$ cat src/rtl/mem_arbiter_pkg.sv
// Shared types and sizing for the instruction/data memory arbiter.
package mem_arbiter_pkg;

    typedef enum logic [1:0] {
        ST_IDLE        = 2'd0,
        ST_GRANT_INSTR = 2'd1,
        ST_GRANT_DATA  = 2'd2
    } mem_arb_state_t;

    localparam int MEM_ARB_CNT_BITS = 4;

endpackage

$ cat src/rtl/mem_arbiter.sv
// Two-requester arbiter sharing one 16-bit memory port between the
// prefetch (instruction) bus and the load/store (data) bus.
//
//   state          | meaning
//   ST_IDLE        | no grant; arbitrate on requests seen this cycle
//   ST_GRANT_INSTR | memory port driven from the instruction requester
//   ST_GRANT_DATA  | memory port driven from the data requester
//
// Data wins ties unless the instruction side has lost STARVE_LIMIT
// arbitrations in a row, in which case it is forced through.
module mem_arbiter
    import mem_arbiter_pkg::*;
#(
    parameter int STARVE_LIMIT = 4
) (
    input  logic        clk,
    input  logic        reset,
    input  logic [19:1] instr_m_addr,
    input  logic        instr_m_access,
    output logic        instr_m_ack,
    output logic [15:0] instr_m_data_in,
    input  logic [19:1] data_m_addr,
    input  logic [15:0] data_m_data_out,
    input  logic        data_m_access,
    input  logic        data_m_wr_en,
    input  logic [1:0]  data_m_bytesel,
    output logic        data_m_ack,
    output logic [15:0] data_m_data_in,
    output logic [19:1] q_m_addr,
    output logic [15:0] q_m_data_out,
    input  logic [15:0] q_m_data_in,
    output logic        q_m_access,
    input  logic        q_m_ack,
    output logic        q_m_wr_en,
    output logic [1:0]  q_m_bytesel
);

    localparam logic [MEM_ARB_CNT_BITS-1:0] LIMIT = MEM_ARB_CNT_BITS'(STARVE_LIMIT);

    mem_arb_state_t              state, state_nxt;
    logic [MEM_ARB_CNT_BITS-1:0] starve_cnt, starve_cnt_nxt;

    // State and starvation counter registers; reset abandons any access.
    always_ff @(posedge clk or negedge reset) begin
        if (!reset) begin
            state      <= ST_IDLE;
            starve_cnt <= '0;
        end else begin
            state      <= state_nxt;
            starve_cnt <= starve_cnt_nxt;
        end
    end

    // Arbitration, grant release and starvation bookkeeping.
    always_comb begin
        state_nxt      = state;
        starve_cnt_nxt = starve_cnt;
        case (state)
            ST_IDLE: begin
                if (data_m_access && !(instr_m_access && starve_cnt == LIMIT))
                    state_nxt = ST_GRANT_DATA;
                else if (instr_m_access)
                    state_nxt = ST_GRANT_INSTR;

                if (!instr_m_access || state_nxt == ST_GRANT_INSTR)
                    starve_cnt_nxt = '0;
                else if (state_nxt == ST_GRANT_DATA && starve_cnt != LIMIT)
                    starve_cnt_nxt = starve_cnt + 1'b1;
            end
            ST_GRANT_INSTR: begin
                // A dropped access without ack is a prefetch flush.
                if (q_m_ack || !instr_m_access)
                    state_nxt = ST_IDLE;
            end
            ST_GRANT_DATA: begin
                if (q_m_ack || !data_m_access)
                    state_nxt = ST_IDLE;
            end
            default: state_nxt = ST_IDLE;
        endcase
    end

    // Memory-side mux; everything is held at zero while idle.
    always_comb begin
        q_m_access   = 1'b0;
        q_m_addr     = '0;
        q_m_data_out = '0;
        q_m_wr_en    = 1'b0;
        q_m_bytesel  = 2'b00;
        instr_m_ack  = 1'b0;
        data_m_ack   = 1'b0;
        case (state)
            ST_GRANT_INSTR: begin
                q_m_access  = instr_m_access;
                q_m_addr    = instr_m_addr;
                q_m_bytesel = 2'b11;
                instr_m_ack = q_m_ack;
            end
            ST_GRANT_DATA: begin
                q_m_access   = data_m_access;
                q_m_addr     = data_m_addr;
                q_m_data_out = data_m_data_out;
                q_m_wr_en    = data_m_wr_en;
                q_m_bytesel  = data_m_bytesel;
                data_m_ack   = q_m_ack;
            end
            default: ;
        endcase
    end

    // Read data fans out to both requesters; forced low only while in reset.
    assign instr_m_data_in = reset ? q_m_data_in : 16'h0000;
    assign data_m_data_in  = reset ? q_m_data_in : 16'h0000;

endmodule
$ cat config.mk
export PLATFORM = sky130hd
export DESIGN_NAME = mem_arbiter
export DESIGN_NICKNAME = d
export VERILOG_FILES = /design/src/rtl/mem_arbiter_pkg.sv /design/src/rtl/mem_arbiter.sv
export SDC_FILE = /design/constraint.sdc
export NUM_CORES = 1
export LEC_CHECK = 0
export BUFFER_PORTS_ARGS = -buffer_cell sky130_fd_sc_hd__buf_2
export CAP_MARGIN = 20
export CORE_UTILIZATION = 31
export DETAILED_ROUTE_END_ITERATION = 8
export PLACE_DENSITY = 0.82
export SLEW_MARGIN = 20
export SYNTH_ARGS = -nofsm -noshare
export SYNTH_HDL_FRONTEND = slang
export SYNTH_SLANG_ARGS = --single-unit
$ cat constraint.sdc
create_clock -name clk -period 2.15 [get_ports clk]
set_input_delay 0.645 -clock clk [delete_from_list [all_inputs] [get_ports clk]]
set_output_delay 0.645 -clock clk [all_outputs]
set_load 0.01 [all_outputs]
==> results.sh, run 1 <==
export IMPL_yosysSeqAreaShare=0.138
export IMPL_syn_area_per_cell_um2=7.49
export IMPL_path_clk_slew_ns=0.05
export IMPL_power_density_nw_per_um2=924
export IMPL_pwr_share_comb=0.840
export IMPL_grtUsageMet3=0.0105
export IMPL_cts_path_max_buffers=2
export IMPL_grt_max_degree=24
export IMPL_p_sw_mw=0.785
export IMPL_swShare=0.449
export IMPL_hold_viol=0
export IMPL_use_met1=0.187
export IMPL_clock_fmax_mhz=469
export IMPL_overflow=0
export IMPL_antenna_found_initial=0
export IMPL_rsz0062_at_grt="true"
export IMPL_drive_above_1_share=0.600
export IMPL_worstPathRequired_ns=1.50
export IMPL_row_count=21
export IMPL_drt_iter0_drc=49
export IMPL_first_pass_iters=4
export IMPL_global_route_usage_met2=0.351
export IMPL_cts_root_buf="clkbuf_4"
export IMPL_htree_levels=1
export IMPL_core_um2=3340
export IMPL_worstSetupStartpointType="flip-flop"
export IMPL_tns_ns=0
export IMPL_ir_drop_mv=0.402
export IMPL_synth_compound_area_frac=0.217
export IMPL_setup_violations=0
export IMPL_instances_no_fill=326
export IMPL_skew_ns=0.00436
export IMPL_synth_xor_area_frac=0
export IMPL_cts_buffers=3
export IMPL_status="finished, final reports clean"
export IMPL_final_common_cell="buf_2"
export IMPL_fin_crit_ns=2.13
export IMPL_synth_distinct_cells=24
export IMPL_hold_class="input port to async pin"
export IMPL_maxSlewHeadroom=0.827
export IMPL_grt_busiest_layer="met2"
export IMPL_path_max_fanout=20
export IMPL_wl_per_cell_um=11.5
export IMPL_vias_per_cell=4.64
export IMPL_slew_violations=0
export IMPL_tritoncts="yes"
export IMPL_drc=0
export IMPL_synth_nets=229
export IMPL_gp_congestion=0.870
export IMPL_synth_area_um2=1090
export IMPL_yosysWarningCount=0
export IMPL_worstSetupPathType="flip-flop to primary output"
export IMPL_worst_slew_pin_slew_ns=0.259
export IMPL_cell_internal_pwr_mw=0.965
export IMPL_synth_area_leaders="and2_1, dfrtp_1, nor2b_1, a22oi_1, buf_4"
export IMPL_fin_nets=366
export IMPL_synth_top_area_frac=0.207
export IMPL_synthCells=145
export IMPL_ys_seq_elements=6
export IMPL_grt_pass1_vias=1242
export IMPL_final_period_utilization=0.992
export IMPL_grt_pass1_wl_mm=5.00
export IMPL_grt_usage=0.177
export IMPL_synthMuxAreaShare=0.0184
export IMPL_p_clk_frac=0.059
export IMPL_final_cell_mix="buf_2, and2_1, nor2b_1"
export IMPL_dpl_cell_count=320
export IMPL_arrival_ns=1.49
export IMPL_area_delta_synth_final_pct=74.3
export IMPL_io_pins=151
export IMPL_dpl_hpwl_mm=2.99
export IMPL_n_fill_cell=329
export IMPL_ant_nets=0
export IMPL_die_area_um2=3740
export IMPL_clock_sinks=6
export IMPL_portBuffers=150
export IMPL_die_y_um=61.2
export IMPL_die_x_um=61.2
export IMPL_start_util=0.325
export IMPL_synth_simple_area_share=0.384
export IMPL_design_area_um2=1890
export IMPL_cap_violations=0
export IMPL_synth_fa_ha_area_frac=0.0691
export IMPL_routed_wirelength_mm=3.74
export IMPL_via_count=1513
export IMPL_synth_top_area_cell="and2_1"
export IMPL_dpl_instance_area_um2=1790
export IMPL_diodes=0
export IMPL_endpoint_kind="primary output"
export IMPL_seqPwrFrac=0.101
export IMPL_clock_latency_ns=0.24
export IMPL_synth_top_family_by_area="simple AND/OR/NAND/NOR gates"
export IMPL_p_leak_nw=1.10
## synthesized netlist by cell type (all sizes together)
cell type  count
a21oi          2
a22oi         20
a2bb2oi        1
a32o           1
and2          36
buf           20
clkbuf         5
dfrtp          6
ha             6
inv            8
mux2i          2
nand2          1
nand2b         1
nand3          2
nand3b         2
nand4          2
nor2b         23
o21bai         1
o221ai         1
o22ai          3
o311ai         1
o31ai          1
## kinds of logic after synthesis
| kind of cell | count (synthesis) |
|---|---|
| AND/OR/NAND/NOR | 67 |
| buffers and inverters | 33 |
| AO/OA/AOI/OAI | 31 |
| adder cells (fa/ha/maj) | 6 |
| flip-flops | 6 |
| multiplexers | 2 |
## stage by stage
stage | hold WS, ns | utilization | power [mW] | setup WS [ns]
finish | 0.461 | 0.567 | 1.75 | 0.0172
detailed placement | 0.526 | 0.537 | 1.48 | 0.143
floorplan | 0.349 | - | 1.02 | 0.256
CTS | 0.475 | 0.566 | 1.76 | 0.0103
global placement | 0.508 | 0.537 | 1.45 | 0.168
global route | 0.495 | 0.567 | 1.92 | -0.0777
## what timing repair did
item	4_1_cts	5_1_grt
endpoints found under the hold margin	0	0
buffers inserted	2	0
resized for setup	9	1
hold buffers	0	0
setup endpoints to repair	22	21
pin swaps	2	0
cloned	1	0
## area by class of cell
| cell class | count | area, µm² | area share |
|---|---|---|---|
| tap | 46 | 57.6 | 0.0304 |
| timing repair buffer | 157 | 848 | 0.448 |
| inverter | 8 | 30.0 | 0.0159 |
| sequential | 6 | 150 | 0.0793 |
| clock buffer | 3 | 22.5 | 0.0119 |
| multi-input combinational | 106 | 785 | 0.414 |
## state kept, by name, indices dropped and copies added (netlist names)
signal,count
starve_cnt,4
state,2
## per-layer routing
metal	up-vias	wire length [µm]
met4	0	55
met5	-	0
li1	751	-
met3	4	275
met1	680	1380
met2	78	2030
## worst max-delay path, stage by stage, from the launching register on
cell	delay (ns)
dfrtp_1	0.39
buf_4	0.15
ha_4	0.18
buf_12	0.15
a22oi_2	0.16
nor2b_1	0.07
buf_2	0.14
## power groups by stage
stage	Sequential, mW	Combinational (mW)	Clock, mW
detailed placement	0.175	1.30	0
global placement	0.172	1.28	0
CTS	0.175	1.48	0.109
finish	0.176	1.47	0.104
floorplan	0.168	0.849	0
global route	0.179	1.63	0.118
## path summary, 6_finish.rpt
kind	to	cells after the start	startpoint	slack [ns]
max	q_m_access	6	state[1]	0.02
min	starve_cnt[2]	2	reset	0.46
max reg2reg	state[0]	7	state[1]	0.52
min reg2reg	state[0]	1	state[0]	0.55
max in group asynchronous	state[1]	2	reset	1.57
min in group clk	state[0]	1	state[0]	0.55
(Power assumes the default switching activity.)
==> run 2: changes to the inputs <==
--- a/config.mk
+++ b/config.mk
@@ -7,9 +7,10 @@
 export LEC_CHECK = 0
 export BUFFER_PORTS_ARGS = -buffer_cell sky130_fd_sc_hd__buf_2
 export CAP_MARGIN = 20
-export CORE_UTILIZATION = 31
+export CORE_UTILIZATION = 32
+export CTS_BUF_LIST = sky130_fd_sc_hd__clkbuf_4
 export DETAILED_ROUTE_END_ITERATION = 8
-export PLACE_DENSITY = 0.82
+export PLACE_DENSITY = 0.84
 export SLEW_MARGIN = 20
 export SYNTH_ARGS = -nofsm -noshare
 export SYNTH_HDL_FRONTEND = slang
==> run 2 against run 1 <==
  * The run now ends with setup timing left
  * Final cell count increased by 0.92%
  * Combinational power increased by 17%
  * Non-clock buffer count rose by 5
  * Utilization increased by 7.8 points
  * Clock skew fell by 0.0038 ns
  * Worst setup slack got worse by 0.078 ns
  * Design area increased by 6.6%
  * Sequential share of layout area fell by 0.49 points
==> results.sh, run 2 (synthesized netlist as in run 1, its figures left out) <==
export IMPL_clock_sinks=6
export IMPL_skew_ns=0.000547
export IMPL_dpl_instance_area_um2=1780
export IMPL_worstSetupPathType="flip-flop to primary output"
export IMPL_seqPwrFrac=0.089
export IMPL_drt_iter0_drc=58
export IMPL_setup_violations=6
export IMPL_maxSlewHeadroom=0.799
export IMPL_pwr_share_comb=0.858
export IMPL_path_clk_slew_ns=0.05
export IMPL_area_delta_synth_final_pct=85.8
export IMPL_cts_root_buf="clkbuf_4"
export IMPL_r2r_end="state[0]"
export IMPL_drc=0
export IMPL_dpl_hpwl_mm=3.00
export IMPL_clock_latency_ns=0.24
export IMPL_largest_reg_flops=4
export IMPL_worstSetupStartpointType="flip-flop"
export IMPL_htree_levels=1
export IMPL_via_count=1554
export IMPL_die_y_um=60.3
export IMPL_crit_path_end="q_m_addr[16]"
export IMPL_tritoncts="yes"
export IMPL_fin_nets=371
export IMPL_arrival_ns=1.57
export IMPL_ant_nets=0
export IMPL_hold_class="input port to async pin"
export IMPL_io_pins=151
export IMPL_design_area_um2=2020
export IMPL_final_common_cell="buf_2"
export IMPL_ir_drop_mv=0.591
export IMPL_overflow=0
export IMPL_worst_slew_pin_slew_ns=0.302
export IMPL_total_power_mw=2.00
export IMPL_power_density_nw_per_um2=992
export IMPL_grt_max_degree=41
export IMPL_top_regs="starve_cnt: 4 flops, state: 2 flops"
export IMPL_p_leak_nw=1.13
export IMPL_drive_above_1_share=0.642
export IMPL_crit_start="state[1]"
export IMPL_wl_per_cell_um=13.1
export IMPL_slew_violations=0
export IMPL_rsz0062_at_grt="true"
export IMPL_clock_fmax_mhz=452
export IMPL_cts_buffers=3
export IMPL_die_area_um2=3630
export IMPL_final_period_utilization=1.03
export IMPL_diodes=0
export IMPL_path_max_fanout=14
export IMPL_fin_ws_ns=-0.0607
export IMPL_vias_per_cell=4.72
export IMPL_grt_pass1_vias=1216
export IMPL_portBuffers=150
export IMPL_endpoint_kind="primary output"
export IMPL_first_pass_iters=4
export IMPL_grt_usage=0.179
export IMPL_cell_internal_pwr_mw=1.10
export IMPL_reg2reg_slack_ns=0.41
export IMPL_gp_congestion=0.789
export IMPL_grt_pass1_wl_mm=5.07
export IMPL_tns_ns=-0.120
export IMPL_fin_crit_ns=2.21
export IMPL_r2r_cells=8
export IMPL_violations="setup timing"
export IMPL_antenna_found_initial=0
export IMPL_cts_path_max_buffers=2
export IMPL_multi_input_area_um2=845
export IMPL_n_fill_cell=262
export IMPL_hold_ws_ns=0.285
export IMPL_routed_wirelength_mm=4.30
export IMPL_fin_util=0.645
export IMPL_status="complete, but fails checks"
export IMPL_hold_viol=0
export IMPL_r2r_start="state[1]"
export IMPL_die_x_um=60.3
export IMPL_worstPathRequired_ns=1.50
export IMPL_core_um2=3130
export IMPL_max_flop_register="starve_cnt"
export IMPL_swShare=0.451
export IMPL_start_util=0.347
export IMPL_p_clk_frac=0.052
export IMPL_row_count=20
export IMPL_final_cell_mix="buf_2, and2_1, nor2b_1"
export IMPL_cap_violations=0
export IMPL_seq_area_um2=150
export IMPL_p_sw_mw=0.904
==> run 2: cell types whose count changed in the layout (fill, tap and decap cells not counted), sizes merged <==
cell / before / now
buf: 157 / 160
clkbuf: 3 / 5
==> run 2: critical path: stages, from the launching register on <==
cell and delay (ns):
dfrtp_1 0.42, inv_2 0.11, ha_4 0.19, buf_12 0.15
a22oi_2 0.21, nor2b_1 0.08, buf_2 0.15
==> run 2: worst min-delay path by stage <==
| stage | endpoint | startpoint | depth (start not counted) | slack (ns) |
|---|---|---|---|---|
| final | starve_cnt[0] | reset | 1 | 0.29 |
| after global routing | starve_cnt[3] | reset | 1 | 0.30 |
| after CTS | starve_cnt[0] | reset | 1 | 0.29 |
| after detailed placement | state[0] | state[0] | 1 | 0.54 |
| after global placement | state[0] | state[0] | 1 | 0.51 |
| after floorplan | starve_cnt[0] | reset | 0 | 0.35 |
==> run 2: metrics by stage <==
stage / instances / setup WS [ns]
2_1_floorplan: 145 / 0.256
3_3_place_gp: 318 / 0.174
3_5_place_dp: 318 / 0.133
4_1_cts: 321 / 0.000148
5_1_grt: 329 / -0.0848
6_report: 329 / -0.0607
==> run 2: cell type report <==
cell class	count	area share
clock buffer	3	0.0112
inverter	8	0.0149
multi-input combinational	106	0.418
sequential	6	0.0744
tap	44	0.0273
timing repair buffer	162	0.454
==> run 2: timing repair <==
item / 4_1_cts / 5_1_grt
gates cloned: 0 / 4
pin swaps: 1 / 2
setup buffers: 0 / 4
resized for setup: 7 / 18
hold buffers: 0 / 0
endpoints found under the setup margin: 22 / 25
==> run 2: power by group through the flow <==
stage | sequential, mW | clock [mW] | combinational [mW]
6_report | 0.179 | 0.105 | 1.72
5_1_grt | 0.184 | 0.116 | 1.85
4_1_cts | 0.178 | 0.104 | 1.36
3_5_place_dp | 0.176 | 0 | 1.30
3_3_place_gp | 0.172 | 0 | 1.27
2_1_floorplan | 0.168 | 0 | 0.849
==> run 2: per-layer routing <==
| metal | wire (µm) | GRT usage | vias up | share of wire |
|---|---|---|---|---|
| met4 | 84 | 0.0565 | 0 | 0.020 |
| met2 | 2320 | 0.347 | 89 | 0.54 |
| met1 | 1610 | 0.195 | 688 | 0.37 |
| met3 | 287 | 0.0260 | 10 | 0.067 |
| met5 | 0 | 0 | - | 0 |
| li1 | - | - | 767 | - |
